## src/rtl/axi_rom_responder.sv

```systemverilog
// AXI4 read-only responder for the boot ROM region. It issues one ROM word read per beat,
// answers out-of-range or illegal beats with error responses, and answers every write with SLVERR.
module axi_rom_responder #(
   parameter int                   IdWidth      = 4,
   parameter int                   AddrWidth    = 64,
   parameter logic [AddrWidth-1:0] RomBase      = 64'h1_0000,
   parameter logic [AddrWidth-1:0] RomByteSize  = 64'h1_0000,
   parameter int                   RomAddrWidth = $clog2(RomByteSize / 8)
) (
   input  logic                    clk_i,
   input  logic                    rst_i,
   input  logic                    ar_valid_i,
   output logic                    ar_ready_o,
   input  logic [IdWidth-1:0]      ar_id_i,
   input  logic [AddrWidth-1:0]    ar_addr_i,
   input  logic [7:0]              ar_len_i,
   input  logic [2:0]              ar_size_i,
   input  logic [1:0]              ar_burst_i,
   output logic                    r_valid_o,
   input  logic                    r_ready_i,
   output logic [IdWidth-1:0]      r_id_o,
   output logic [63:0]             r_data_o,
   output logic [1:0]              r_resp_o,
   output logic                    r_last_o,
   input  logic                    aw_valid_i,
   output logic                    aw_ready_o,
   input  logic [IdWidth-1:0]      aw_id_i,
   input  logic                    w_valid_i,
   output logic                    w_ready_o,
   input  logic                    w_last_i,
   output logic                    b_valid_o,
   input  logic                    b_ready_i,
   output logic [IdWidth-1:0]      b_id_o,
   output logic [1:0]              b_resp_o,
   output logic                    rom_req_o,
   output logic [RomAddrWidth-1:0] rom_addr_o,
   input  logic [63:0]             rom_rdata_i
);

   // state   | meaning
   // IDLE    | waiting for AR or AW
   // RD_REQ  | ROM access cycle for the current beat
   // RD_RESP | R beat presented, waiting for r_ready_i
   // WR_DATA | draining W beats
   // WR_RESP | SLVERR write response presented
   typedef enum logic [2:0] {
      IDLE, RD_REQ, RD_RESP, WR_DATA, WR_RESP
   } state_t;

   localparam logic [1:0] RESP_OKAY   = 2'b00;
   localparam logic [1:0] RESP_SLVERR = 2'b10;
   localparam logic [1:0] RESP_DECERR = 2'b11;
   localparam logic [1:0] BURST_FIXED = 2'b00;
   localparam logic [1:0] BURST_INCR  = 2'b01;

   state_t                 state_q, state_d;
   logic [IdWidth-1:0]     id_q, id_d;
   logic [AddrWidth-1:0]   addr_q, addr_d;
   logic [7:0]             cnt_q, cnt_d;
   logic [2:0]             size_q, size_d;
   logic [1:0]             burst_q, burst_d;

   logic                   legal_cfg;
   logic                   in_range;
   logic                   beat_ok;
   logic [1:0]             beat_resp;
   logic [AddrWidth-1:0]   offset;
   logic [AddrWidth-1:0]   step;
   logic [AddrWidth-1:0]   next_addr;

   always_ff @(posedge clk_i or posedge rst_i) begin
      if (rst_i) begin
         state_q <= IDLE;
         id_q    <= '0;
         addr_q  <= '0;
         cnt_q   <= '0;
         size_q  <= '0;
         burst_q <= '0;
      end else begin
         state_q <= state_d;
         id_q    <= id_d;
         addr_q  <= addr_d;
         cnt_q   <= cnt_d;
         size_q  <= size_d;
         burst_q <= burst_d;
      end
   end

   // The subtraction-based range test stays correct even when an INCR burst wraps the address space.
   always_comb begin
      legal_cfg = (size_q <= 3'd3) && (burst_q == BURST_FIXED || burst_q == BURST_INCR);
      offset    = addr_q - RomBase;
      in_range  = (addr_q >= RomBase) && (offset < RomByteSize);
      beat_ok   = legal_cfg && in_range;
      if (!legal_cfg)
         beat_resp = RESP_SLVERR;
      else if (in_range)
         beat_resp = RESP_OKAY;
      else
         beat_resp = RESP_DECERR;
      step      = AddrWidth'(1) << size_q;
      next_addr = (addr_q & ~(step - AddrWidth'(1))) + step;
   end

   always_comb begin
      state_d    = state_q;
      id_d       = id_q;
      addr_d     = addr_q;
      cnt_d      = cnt_q;
      size_d     = size_q;
      burst_d    = burst_q;
      ar_ready_o = 1'b0;
      aw_ready_o = 1'b0;
      w_ready_o  = 1'b0;
      r_valid_o  = 1'b0;
      r_id_o     = '0;
      r_data_o   = '0;
      r_resp_o   = RESP_OKAY;
      r_last_o   = 1'b0;
      b_valid_o  = 1'b0;
      b_id_o     = '0;
      b_resp_o   = RESP_OKAY;
      rom_req_o  = 1'b0;
      rom_addr_o = '0;
      case (state_q)
         IDLE: begin
            ar_ready_o = !rst_i;
            aw_ready_o = !rst_i && !ar_valid_i;
            if (ar_valid_i && !rst_i) begin
               id_d    = ar_id_i;
               addr_d  = ar_addr_i;
               cnt_d   = ar_len_i;
               size_d  = ar_size_i;
               burst_d = ar_burst_i;
               state_d = RD_REQ;
            end else if (aw_valid_i && !rst_i) begin
               id_d    = aw_id_i;
               state_d = WR_DATA;
            end
         end
         RD_REQ: begin
            rom_req_o  = beat_ok;
            rom_addr_o = RomAddrWidth'(offset >> 3);
            state_d    = RD_RESP;
         end
         RD_RESP: begin
            r_valid_o = 1'b1;
            r_id_o    = id_q;
            r_resp_o  = beat_resp;
            r_data_o  = beat_ok ? rom_rdata_i : 64'd0;
            r_last_o  = (cnt_q == 8'd0);
            if (r_ready_i) begin
               if (cnt_q == 8'd0) begin
                  state_d = IDLE;
               end else begin
                  cnt_d   = cnt_q - 8'd1;
                  addr_d  = (burst_q == BURST_FIXED) ? addr_q : next_addr;
                  state_d = RD_REQ;
               end
            end
         end
         WR_DATA: begin
            w_ready_o = 1'b1;
            if (w_valid_i && w_last_i)
               state_d = WR_RESP;
         end
         WR_RESP: begin
            b_valid_o = 1'b1;
            b_id_o    = id_q;
            b_resp_o  = RESP_SLVERR;
            if (b_ready_i)
               state_d = IDLE;
         end
         default: state_d = IDLE;
      endcase
   end

endmodule
```

## config.mk

```make
export PLATFORM = sky130hd
export DESIGN_NAME = axi_rom_responder
export DESIGN_NICKNAME = d
export VERILOG_FILES = /design/src/rtl/axi_rom_responder.sv
export SDC_FILE = /design/constraint.sdc
export NUM_CORES = 1
export LEC_CHECK = 0
export BUFFER_PORTS_ARGS = -buffer_cell sky130_fd_sc_hd__buf_2
export CORE_MARGIN = 5
export CORE_UTILIZATION = 47
export DETAILED_ROUTE_END_ITERATION = 8
export PLACE_DENSITY_LB_ADDON = 0.1
export SYNTH_ARGS = -nofsm -noshare
export SYNTH_HDL_FRONTEND = slang
export SYNTH_SLANG_ARGS = --single-unit
```

## constraint.sdc

```tcl
create_clock -name clk_i -period 3.4 [get_ports clk_i]
set_clock_uncertainty 0.05 [all_clocks]
set_input_delay 0.51 -clock clk_i [delete_from_list [all_inputs] [get_ports clk_i]]
set_output_delay 0.51 -clock clk_i [all_outputs]
set_load 0.02 [all_outputs]
```

-- Yosys cells after proc, flatten, opt, wreduce, memory -nomap -nowiden
Cells that the tools add are included.
- register bits: 84
- ROM bits: 0
- latch bits: 0
- bits in writable memories: 0
- memories kept: 0
- output and inout port bits: 96
- word-level logic and storage cells: 82
- bits of input ports: 157
- reduce and logical (&&, ||, !) cells: 20
- divide/modulo/power cells: 0
- add/subtract/negate cells: 4
- $lt $le $gt $ge: 3
- equality and inequality tests: 12
- multiplexer cells: 34
- bitwise operators: 2
- multiply operators: 0
- shift operators: 1
- operators by type and width (operator ; number):
    64-bit two-way mux ; 6
    64-bit case mux with 2 select lines ; 1
    64-bit adder ; 1
    64-bit bitwise AND ; 1
    64-bit by 17-bit >= comparator with 1-bit output (second input constant) ; 1
    64-bit by 17-bit less-than comparator with 1-bit output (second input constant) ; 1
    64-bit NOT ; 1
    1-bit by 3-bit left shift with 64-bit output (first input constant) ; 1
    64-bit by 1-bit subtractor with 64-bit output (second input constant) ; 1
    64-bit by 17-bit subtractor with 64-bit output (second input constant) ; 1
    8-bit two-way mux ; 3
    4-bit two-way mux ; 4
    8-bit case mux with 2 select lines ; 1
    3-bit two-way mux ; 5
    3-bit case mux with 5 select lines ; 1
    13-bit two-way mux ; 1
    2-bit inequality test (second input constant) ; 6
    8-bit zero test ; 1
    1-bit two-way mux ; 8
    2-bit two-way mux ; 4
    4-bit AND reduction ; 2
    8-bit by 1-bit subtractor with 8-bit output (second input constant) ; 1
    1-bit logical AND ; 7
    3-bit by 2-bit equality test with 1-bit output (second input constant) ; 2
    other kinds (12) ; 15

-- Longest topological paths before layout
Gate-level depths: netlist of the first run.
- word-level depth: 9
- depth in mapped cells: 15
- gate-level depth less buffers: 12

-- Worst setup path before layout of the first run
Ideal clock, no wire load.
- path type: reg-to-reg
- start: register size_q[1]
- end: register addr_q[36]
- data arrival time: 2.990 ns
- path buffers: 3
- path slack: 0.229 ns
- required time: 3.219 ns
- library setup time: 0.131 ns
- stages on the path, launching flop included: 14
- period minus slack after synthesis: 3.171 ns
- path through: dfrtp_1 -> buf_6 -> nand2_1 -> nor2_1 -> inv_1 -> ha_1 -> buf_6 -> and4b_1 -> and3_1 -> clkbuf_1 -> nand4_1 -> or4_4 -> o311a_1 -> or3_1
- longest elaborated chain between the ends: 9
- RTL lines (what ; RTL line ; source):
    start: declaration ; 60 ; logic [2:0] size_q, size_d;
    start signal: assignment ; 84 ; size_q <= size_d;
    1-bit by 3-bit left shift with 64-bit output (*) ; 101 ; step = AddrWidth'(1) << size_q;
    64-bit by 1-bit subtractor with 64-bit output ; 102 ; next_addr = (addr_q & ~(step - AddrWidth'(1))) + step;
    64-bit NOT ; 102 ;
    64-bit bitwise AND ; 102 ;
    64-bit adder (*) ; 102 ;
    64-bit two-way mux (*) ; 157 ; addr_d = (burst_q == BURST_FIXED) ? addr_q : next_addr;
    64-bit two-way mux (*) ; 153 ; if (cnt_q == 8'd0) begin
    64-bit two-way mux (*) ; 152 ; if (r_ready_i) begin
    64-bit case mux with 2 select lines (*) ; 125 ; case (state_q)
    end signal: assignment ; 82 ; addr_q <= addr_d;
    end: declaration ; 58 ; logic [AddrWidth-1:0] addr_q, addr_d;
Every way passes the cells marked *; elsewhere a longest branch is shown, timed or not. The select of a mux whose other input is x is not followed.
A chain may end at the register's enable or synchronous reset.

-- Final worst setup path of the first run
- start: register addr_q[53]
- end: output port r_data_o[56]
- longest elaborated chain between the ends: 6
- elaborated cells on any way between the ends: 7
- those cells by class: add/sub: 1; order compare: 2; mux: 2; reduce/logical: 2
- RTL lines (what ; RTL line ; source):
    64-bit by 17-bit subtractor with 64-bit output ; 92 ; offset = addr_q - RomBase;
    64-bit by 17-bit less-than comparator with 1-bit output ; 93 ; in_range = (addr_q >= RomBase) && (offset < RomByteSize);
    1-bit logical AND (*) ; 93 ;
    1-bit logical AND (*) ; 94 ; beat_ok = legal_cfg && in_range;
    64-bit two-way mux (*) ; 150 ; r_data_o = beat_ok ? rom_rdata_i : 64'd0;
    64-bit two-way mux (*) ; 125 ;
    end: declaration ; 22 ; output logic [63:0] r_data_o,
Every way passes the cells marked *; elsewhere a longest branch is shown, timed or not.

==> flow_metrics.env, run 1 <==
export IMPL_run_status="finished, violations left"
export IMPL_violations="negative setup slack"
export IMPL_clk_latency_ps=360
export IMPL_postRouteAntennaNets=0
export IMPL_synth_top_cell_by_area="dfrtp_1"
export IMPL_avgRoutedWirePerCell_um=20.5
export IMPL_core_area_mm2=0.0152
export IMPL_leakage_nw=4.93
export IMPL_cap_violations=0
export IMPL_tritoncts_num_buffers=9
export IMPL_timing_hold_ws_ps=211
export IMPL_drive_above_1_share_pct=35.7
export IMPL_vdd_drop_max_v=0.000719
export IMPL_ys_seq_elements=84
export IMPL_worst_pin_slew_ps=692
export IMPL_cpMaxStageDelayCell="or4_4"
export IMPL_yosysTopAreaCellShare_pct=29.0
export IMPL_grt_first_pass_wirelength_um=45800
export IMPL_drtIter0Drc=987
export IMPL_p_per_area_mw_per_mm2=770
export IMPL_grt_usage_pct=31.5
export IMPL_crit_family="simple AND/OR/NAND/NOR gates"
export IMPL_synthCells=971
export IMPL_rows=45
export IMPL_crit_arrival_ps=3110
export IMPL_h_tree_depth=3
export IMPL_setup_viol=66
export IMPL_crit_type="reg -> out"
export IMPL_post_dp_hpwl_um=20900
export IMPL_crit_required_ps=2840
export IMPL_synthesis_area_mm2=0.00726
export IMPL_synth_edff_count=0
export IMPL_crit_chain="or4_4, nor3_2, and3_4, nand4_1, xnor2_2, nor4_2, buf_4, and2b_4, buf_12, clkbuf_16, and3_1, buf_6"
export IMPL_drt_total_wl_um=30100
export IMPL_clk_path_buf_depth=2
export IMPL_max_freq_mhz=273
export IMPL_yosysWarningCount=0
export IMPL_grt_max_degree=67
export IMPL_die_area_mm2=0.0180
export IMPL_io_buffers=251
export IMPL_synth_avg_cell_area_um2=7.48
export IMPL_period_share_pct=108
export IMPL_placed_area_mm2=0.00920
export IMPL_initial_core_util_pct=47.8
export IMPL_final_area_mm2=0.0104
export IMPL_slew_headroom_pct=53.8
export IMPL_rsz0062_at_grt="yes"
export IMPL_fill_cells=1280
export IMPL_final_nets=1432
export IMPL_yosysSeqAreaShare_pct=29.0
export IMPL_critPathMaxStageDelay_ps=550
export IMPL_yosysMostFrequentCell="nand2_1"
export IMPL_num_vias=9233
export IMPL_p_total_mw=8.01
export IMPL_place_gp_congestion=0.994
export IMPL_yosysUniqueCellTypes=84
export IMPL_holdBufCountCts=0
export IMPL_die_w_um=134
export IMPL_synth_top_cells_by_count="nand2_1, and3_1, dfrtp_1"
export IMPL_synth_nets=1133
export IMPL_layout_setup_ws_ps=-268
export IMPL_endpoint_kind="primary output"
export IMPL_grt_pass1_vias=8497
export IMPL_route_detailed_drc=0
export IMPL_synthFlopType="dfrtp_1"
export IMPL_drv_slew=0
export IMPL_cts_clk_slew_worst_paths_ps=70
export IMPL_synthArstFlopShare_pct=100
export IMPL_startpoint_type="flip-flop"
export IMPL_io_pins=253
export IMPL_overflow=0
export IMPL_period_minus_slack_ps=3670
export IMPL_ys_top_cells_by_area="dfrtp_1, and3_1, nand2_1, nand3_1, o21ai_0"
export IMPL_antenna_found_initial=2
export IMPL_worstPathMaxFanout=8
export IMPL_dr_pass1_iters=6
export IMPL_cts_sinks=84
export IMPL_die_h_um=134
export IMPL_area_growth_pct=43.2
export IMPL_vias_per_cell=6.31
export IMPL_clock_root_buffer="clkbuf_16"
export IMPL_cp_num_buf_inv=4
export IMPL_cts_tree="done"
export IMPL_hold_viol_final=0
export IMPL_holdCritPathClass="in -> async"
worst paths after layout:
| kind | from | endpoint | slack (ps) | cells after the start |
|---|---|---|---|---|
| min in group clk_i | ar_burst_i[0] | burst_q[0]$_DFFE_PP0P_ | 300 | 3 |
| setup reg to reg | size_q[1]$_DFFE_PP0P_ | addr_q[55]$_DFFE_PP0P_ | 120 | 13 |
| hold / removal | rst_i | id_q[1]$_DFFE_PP0P_ | 210 | 2 |
| max in group asynchronous | rst_i | addr_q[27]$_DFFE_PP0P_ | 2360 | 3 |
| setup / recovery | addr_q[53]$_DFFE_PP0P_ | r_data_o[56] | -270 | 12 |
| hold reg to reg | burst_q[0]$_DFFE_PP0P_ | burst_q[0]$_DFFE_PP0P_ | 440 | 2 |
registers in the layout, indices dropped and copies added, names as in the netlist:
name,cells
burst_q,2
state_q,3
cnt_q,8
id_q,4
addr_q,64
size_q,3
worst reg2reg max path, cell delays in order (launching register included):
cell and delay (ps):
dfrtp_1 410, nor2_1 190, nand2_1 90, ha_1 220, nor3b_4 160, buf_12 160, nor4_2 410, nand3_1 190
nor4_2 400, buf_4 170, and3_1 140, and4_1 270, nor2_1 50, a221o_1 250
placed cells by master, fill, tap and decap left out, types with 20 or more instances in the layout:
| cell | netlist | layout |
|---|---|---|
| buf_6 | 2 | 58 |
| and3_1 | 103 | 86 |
| and2_1 | 25 | 24 |
| nand4_1 | 26 | 26 |
| nor2_1 | 68 | 68 |
| nand3_1 | 59 | 58 |
| nand2_1 | 121 | 120 |
| o21ai_0 | 56 | 56 |
| buf_2 | 13 | 184 |
| dfrtp_1 | 84 | 83 |
| buf_4 | 8 | 114 |
| a21oi_1 | 51 | 50 |
| nor3_1 | 24 | 20 |
cell families (layout without fill, tap and decap cells):
group / Yosys count / count (layout) / share of synthesized area, %
AO/OA/AOI/OAI: 233 / 233 / 21.4
XOR/XNOR: 11 / 11 / 1.33
adder cells (fa/ha/maj): 5 / 5 / 0.862
buffers and inverters: 99 / 403 / 6.03
flip-flops: 84 / 84 / 29.0
multiplexers: 12 / 12 / 1.72
other: 1 / 2 / 0.0516
AND/OR/NAND/NOR: 526 / 526 / 39.6
layout make-up:
cell class | instances | area (um^2) | share of cell area [%]
Multi-Input combinational cell | 788 | 4970 | 47.8
Timing Repair Buffer | 368 | 2690 | 25.9
Sequential cell | 84 | 2100 | 20.2
Inverter | 19 | 72.6 | 0.698
Clock inverter | 6 | 86.3 | 0.830
Clock buffer | 10 | 239 | 2.30
Tap cell | 188 | 235 | 2.26
Antenna cell | 1 | 2.50 | 0.0241
routing by layer:
layer	routed length [um]	track usage (%)
met5	13	0
met4	642	8.65
met3	3190	7.24
met2	13800	48.8
met1	12400	44.3
metrics by stage:
stage	utilization [%]	setup WS (ps)	std cells	setup TNS, ps
2_1_floorplan	-	229	971	0
3_3_place_gp	60.5	-28.6	1425	-45.7
3_5_place_dp	60.5	-21.2	1425	-25.7
4_1_cts	66.6	-172	1459	-10150
5_1_grt	68.4	-406	1463	-24070
6_report	68.4	-268	1464	-14570
power by group:
group / total [mW] / internal [mW] / switching [mW]
Combinational: 4.87 / 1.92 / 2.95
Sequential: 2.02 / 1.47 / 0.555
Clock: 1.12 / 0.664 / 0.455
Total: 8.01 / 4.05 / 3.96
repair_timing:
action,4_1_cts,5_1_grt
pin swaps,9,14
cloned,5,2
buffers inserted,13,6
setup endpoints to repair,66,85
gates resized for setup,116,64
Power figures use the tool's default switching activity.
==> run 2: changes to the inputs <==
--- a/config.mk
+++ b/config.mk
@@ -10,6 +10,7 @@
 export CORE_UTILIZATION = 47
 export DETAILED_ROUTE_END_ITERATION = 8
 export PLACE_DENSITY_LB_ADDON = 0.1
+export REMOVE_ABC_BUFFERS = 1
 export SYNTH_ARGS = -nofsm -noshare
 export SYNTH_HDL_FRONTEND = slang
 export SYNTH_SLANG_ARGS = --single-unit
==> run 2 against run 1 <==
The flow still finishes with violations (negative setup slack). Global-route usage up 1.1 points. Design area down 2.1%. Non-clock buffer count down 23. Hold slack worse by 100 ps. Sequential power about the same. Clock-buffer cell count down 1. First-iteration DRC count up 6.5%. Die area unchanged. Routed wire length up 3.3%. Critical path depth up 1. Via count down 1.7%. Largest cell class unchanged.
==> flow_metrics.env, run 2 (synthesized netlist as in run 1, its figures left out) <==
export IMPL_vdd_drop_max_v=0.000512
export IMPL_clk_latency_ps=360
export IMPL_crit_type="reg -> out"
export IMPL_p_total_mw=7.94
export IMPL_leakage_nw=4.83
export IMPL_largest_reg_flops=64
export IMPL_r2r_start="size_q[1]$_DFFE_PP0P_"
export IMPL_tns_ps=-22270
export IMPL_ff2ff_path_depth=13
export IMPL_drt_total_wl_um=31100
export IMPL_drive_above_1_share_pct=33.9
export IMPL_grt_pass1_vias=8425
export IMPL_rows=45
export IMPL_layout_common_cells="buf_2, nand2_1, and3_1"
export IMPL_die_area_mm2=0.0180
export IMPL_endpoint_kind="primary output"
export IMPL_antenna_found_initial=1
export IMPL_drtIter0Drc=1051
export IMPL_critPathMaxStageDelay_ps=420
export IMPL_final_area_mm2=0.0102
export IMPL_crit_family="simple AND/OR/NAND/NOR gates"
export IMPL_drv_slew=0
export IMPL_holdCritPathClass="in -> async"
export IMPL_die_w_um=134
export IMPL_placed_area_mm2=0.00909
export IMPL_crit_arrival_ps=3210
export IMPL_crit_chain="nor4_2, nand4_1, buf_6, nor3_2, nand4_1, xnor2_2, nor4_4, buf_4, and2b_2, buf_6, buf_12, and3_1, buf_6"
export IMPL_p_per_area_mw_per_mm2=780
export IMPL_tritoncts_num_buffers=9
export IMPL_cts_tree="done"
export IMPL_avgRoutedWirePerCell_um=21.6
export IMPL_grt_usage_pct=32.6
export IMPL_dr_pass1_iters=5
export IMPL_setup_viol=66
export IMPL_vias_per_cell=6.30
export IMPL_overflow=0
export IMPL_slew_headroom_pct=36.4
export IMPL_io_buffers=251
export IMPL_cpMaxStageDelayCell="dfrtp_1"
export IMPL_grt_first_pass_wirelength_um=46800
export IMPL_clk_path_buf_depth=2
export IMPL_num_vias=9077
export IMPL_io_pins=253
export IMPL_die_h_um=134
export IMPL_postRouteAntennaNets=0
export IMPL_period_share_pct=111
export IMPL_reg2reg_to="addr_q[20]$_DFFE_PP0P_"
export IMPL_top_register="addr_q"
export IMPL_run_status="finished, violations left"
export IMPL_crit_required_ps=2840
export IMPL_period_minus_slack_ps=3770
export IMPL_crit_top_cell="buf_6"
export IMPL_hold_viol_final=0
export IMPL_h_tree_depth=3
export IMPL_reg2reg_slack_ps=110
export IMPL_clock_root_buffer="clkbuf_16"
export IMPL_grt_max_degree=70
export IMPL_post_dp_hpwl_um=21700
export IMPL_final_nets=1409
export IMPL_worstPathMaxFanout=7
export IMPL_cp_num_buf_inv=5
export IMPL_fill_cells=1327
export IMPL_startpoint_type="flip-flop"
export IMPL_cts_sinks=84
export IMPL_initial_core_util_pct=47.8
export IMPL_layout_setup_ws_ps=-371
export IMPL_max_freq_mhz=265
export IMPL_core_area_mm2=0.0152
export IMPL_violations="negative setup slack"
export IMPL_area_growth_pct=40.2
export IMPL_place_gp_congestion=1.01
export IMPL_worst_pin_slew_ps=953
export IMPL_reg_largest_list="addr_q x64, cnt_q x8, id_q x4"
export IMPL_cts_clk_slew_worst_paths_ps=70
export IMPL_route_detailed_drc=0
export IMPL_layout_commonest_cell="buf_2"
export IMPL_holdBufCountCts=0
export IMPL_rsz0062_at_grt="yes"
export IMPL_cap_violations=0
[run 2: where the power goes]
part,total (mW),switching (mW),internal (mW)
combinational,4.85,2.99,1.86
clock,1.04,0.467,0.574
sequential,2.05,0.588,1.46
[run 2: worst max-delay path by stage]
stage	start	end	slack (ps)	cells after the start
2_1_floorplan	state_q[2]$_DFFE_PP0P_	addr_q[22]$_DFFE_PP0P_	-1840	7
3_3_place_gp	addr_q[42]$_DFFE_PP0P_	r_data_o[17]	-1	11
3_5_place_dp	addr_q[42]$_DFFE_PP0P_	r_data_o[45]	-10	11
4_1_cts	addr_q[19]$_DFFE_PP0P_	r_data_o[45]	-300	13
5_1_grt	addr_q[35]$_DFFE_PP0P_	r_data_o[59]	-490	13
6_report	addr_q[35]$_DFFE_PP0P_	r_data_o[47]	-370	13
[run 2: through the flow]
stage                     hold slack, ps  utilization, %  cells  setup WS [ps]
after floorplan                      397               -    891          -1840
after global placement               423            59.8   1410          -1.45
after detailed placement             422            59.8   1410          -12.1
after CTS                            110            65.2   1433           -297
after global routing                 135            67.0   1441           -485
final                                107            67.0   1441           -371
[run 2: worst register-to-register path, cell delays in order, from the launching register on]
cell      delay (ps)
dfrtp_1          410
nor2_2           210
nand2_1          120
ha_1             230
buf_4            190
and4bb_2         300
a211oi_1          70
o41ai_2          420
a31oi_2          120
nor2_4           250
buf_4            240
nand4_1          180
o31a_1           270
o22ai_1          130
[run 2: repair_timing]
item	in CTS	in global routing
setup buffers	4	5
cloned	3	2
pin swaps	5	9
resized for setup	125	44
endpoints found under the setup margin	68	82
[run 2: layout make-up]
cell class	count	area (um^2)	area share [%]
multi-input combinational	788	4930	48.4
timing repair buffer	345	2540	25.0
sequential	84	2100	20.6
tap	188	235	2.31
clock buffer	9	225	2.21
clock inverter	7	73.8	0.725
inverter	19	72.6	0.713
antenna	1	2.50	0.0246
[run 2: metal layers]
layer  up-vias  GRT usage (%)  share of wire (%)
li1       4173              -                  -
met1      4321           46.9                 44
met2       516           49.1                 44
met3        67           8.06                9.3
met4         0           8.48                2.6
met5         -              0                  0
==> run 3: changes to the inputs <==
==> constraint.sdc (replaced) <==
create_clock -name clk_i -period 3.4 [get_ports clk_i]
set_clock_uncertainty 0.05 [all_clocks]
set_input_delay 0.51 -clock clk_i [delete_from_list [all_inputs] [get_ports clk_i]]
set_output_delay 0.51 -clock clk_i [all_outputs]
set_load 0.005 [all_outputs]
==> run 3 against run 2 <==
Combinational power fell by 4.7%. Total power fell by 3.3%. Sequential power rose by 2%. The flow still finishes with violations (negative setup slack). Via count fell by 0.86%. Highest routed layer is now met5. Cell count barely moved. Hold slack improved by 36 ps. First-iteration DRC count fell by 2.0%.
==> flow_metrics.env, run 3 (synthesized netlist as in run 1, its figures left out) <==
export IMPL_post_dp_hpwl_um=21600
export IMPL_cts_clk_slew_worst_paths_ps=70
export IMPL_num_vias=8999
export IMPL_slew_headroom_pct=38.4
export IMPL_clock_root_buffer="clkbuf_16"
export IMPL_p_clk_share_pct=12.6
export IMPL_switching_share_pct=50.5
export IMPL_grt_first_pass_wirelength_um=44800
export IMPL_fill_cells=1379
export IMPL_startpoint_type="flip-flop"
export IMPL_violations="negative setup slack"
export IMPL_holdCritPathClass="in -> async"
export IMPL_reg_largest_list="addr_q x64, cnt_q x8, id_q x4"
export IMPL_fin_cells=1442
export IMPL_setup_viol=66
export IMPL_internal_power_mw=3.80
export IMPL_r2r_start="size_q[2]$_DFFE_PP0P_"
export IMPL_die_h_um=134
export IMPL_avgRoutedWirePerCell_um=21.0
export IMPL_crit_chain="nor4_4, nand4_1, buf_6, buf_6, nand3b_1, a21oi_2, o21ai_2, nor4_4, buf_4, and2b_2, buf_12, clkbuf_16, and3_1, buf_2"
export IMPL_cpMaxStageDelayCell="dfrtp_2"
export IMPL_layout_commonest_cell="buf_2"
export IMPL_top_register="addr_q"
export IMPL_run_status="finished, violations left"
export IMPL_clk_path_buf_depth=2
export IMPL_area_growth_pct=35.6
export IMPL_drtIter0Drc=1030
export IMPL_regArea_mm2=0.00211
export IMPL_rows=45
export IMPL_p_total_mw=7.68
export IMPL_rsz0062_at_grt="yes"
export IMPL_initial_core_util_pct=47.8
export IMPL_layout_common_cells="buf_2, nand2_1, and3_1"
export IMPL_ff2ff_path_depth=13
export IMPL_worst_pin_slew_ps=922
export IMPL_grt_pass1_vias=7892
export IMPL_io_pins=253
export IMPL_antenna_found_initial=2
export IMPL_final_nets=1410
export IMPL_pwr_share_seq_pct=27.2
export IMPL_cts_sinks=84
export IMPL_overflow=0
export IMPL_holdBufCountCts=0
export IMPL_grt_usage_pct=31.0
export IMPL_critPathMaxStageDelay_ps=440
export IMPL_period_share_pct=113
export IMPL_multiInputGateArea_mm2=0.00495
export IMPL_max_freq_mhz=261
export IMPL_tritoncts_num_buffers=9
export IMPL_drive_above_1_share_pct=33.9
export IMPL_crit_arrival_ps=3270
export IMPL_post_route_util_pct=64.7
export IMPL_reg2reg_slack_ps=220
export IMPL_final_area_mm2=0.00984
export IMPL_h_tree_depth=3
export IMPL_largest_reg_flops=64
export IMPL_p_per_area_mw_per_mm2=780
export IMPL_dp_cells=1405
export IMPL_cts_tree="done"
export IMPL_p_sw_mw=3.88
export IMPL_worstPathMaxFanout=8
export IMPL_crit_required_ps=2840
export IMPL_postRouteAntennaNets=0
export IMPL_combPwrFrac_pct=60.2
export IMPL_placed_area_mm2=0.00903
export IMPL_period_minus_slack_ps=3830
export IMPL_dr_pass1_iters=5
export IMPL_layout_setup_ws_ps=-431
export IMPL_die_w_um=134
export IMPL_core_area_mm2=0.0152
export IMPL_leakage_nw=4.78
export IMPL_endpoint_kind="primary output"
export IMPL_die_area_mm2=0.0180
export IMPL_drv_slew=0
export IMPL_grt_max_degree=68
export IMPL_vdd_drop_max_v=0.000387
export IMPL_crit_type="reg -> out"
export IMPL_place_gp_congestion=0.986
export IMPL_io_buffers=251
export IMPL_cap_violations=0
export IMPL_vias_per_cell=6.24
export IMPL_reg2reg_to="addr_q[50]$_DFFE_PP0P_"
export IMPL_clk_latency_ps=350
export IMPL_hold_viol_final=0
export IMPL_route_detailed_drc=0
export IMPL_drt_total_wl_um=30300
## run 3: cell count changes in the layout (fill, tap and decap cells not counted), moves of 3 or more
cell,before,now
buf_2,186,241
buf_4,85,80
buf_6,62,15
dfrtp_1,84,81
dfrtp_2,0,3
nor4_4,2,5
## run 3: repair_timing
action                                  4_1_cts  5_1_grt
gates cloned                                  2        4
setup buffers                                 5       10
pin swaps                                     0       22
resized for setup                            11       46
endpoints found under the setup margin       66      101
## run 3: per-stage QoR
step	TNS [ps]	hold WS, ps	setup slack (ps)
5_1_grt	-31530	173	-524
3_3_place_gp	-29.6	412	-14.5
4_1_cts	-19320	143	-323
3_5_place_dp	-2480	422	-68.9
6_report	-24780	143	-431
2_1_floorplan	-143360	397	-1720
## run 3: area by class of cell
type / count / share of cell area (%)
sequential: 84 / 21.4
inverter: 19 / 0.737
clock buffer: 11 / 2.47
tap: 188 / 2.39
clock inverter: 5 / 0.381
timing repair buffer: 346 / 22.3
antenna: 1 / 0.0254
multi-input combinational: 788 / 50.3
## run 3: worst max-delay path, delay by kind of cell, from the launching register on
family          cells  cell delay (ps)
buf+inv             6              870
compound gates      2              270
simple gates        6             1320
flops               1              440
## run 3: how the worst max path moves through the flow
| stage | endpoint | startpoint | depth (start not counted) | slack, ps |
|---|---|---|---|---|
| 6_report | r_data_o[7] | addr_q[35]$_DFFE_PP0P_ | 14 | -430 |
| 5_1_grt | r_data_o[10] | addr_q[35]$_DFFE_PP0P_ | 14 | -520 |
| 4_1_cts | r_data_o[7] | addr_q[19]$_DFFE_PP0P_ | 12 | -320 |
| 3_5_place_dp | r_data_o[42] | addr_q[19]$_DFFE_PP0P_ | 12 | -70 |
| 3_3_place_gp | r_data_o[42] | addr_q[19]$_DFFE_PP0P_ | 12 | -10 |
| 2_1_floorplan | addr_q[22]$_DFFE_PP0P_ | state_q[2]$_DFFE_PP0P_ | 7 | -1720 |
## run 3: power by group through the flow
| stage | clock (mW) | combinational (mW) | sequential [mW] |
|---|---|---|---|
| finish | 0.970 | 4.62 | 2.09 |
| global route | 1.01 | 5.03 | 2.15 |
| CTS | 0.975 | 4.43 | 2.05 |
| detailed placement | 0 | 4.37 | 2.04 |
| global placement | 0 | 4.31 | 2.03 |
| floorplan | 0 | 2.63 | 1.99 |
## run 3: metal layers
layer  routed length (um)  vias to the layer above  global-route usage [%]
met5                   13                        -                       0
met3                 3020                       43                    7.65
met1                13500                     4282                    46.6
met4                  560                        2                    6.90
met2                13200                      492                    44.7
li1                     -                     4180                       -
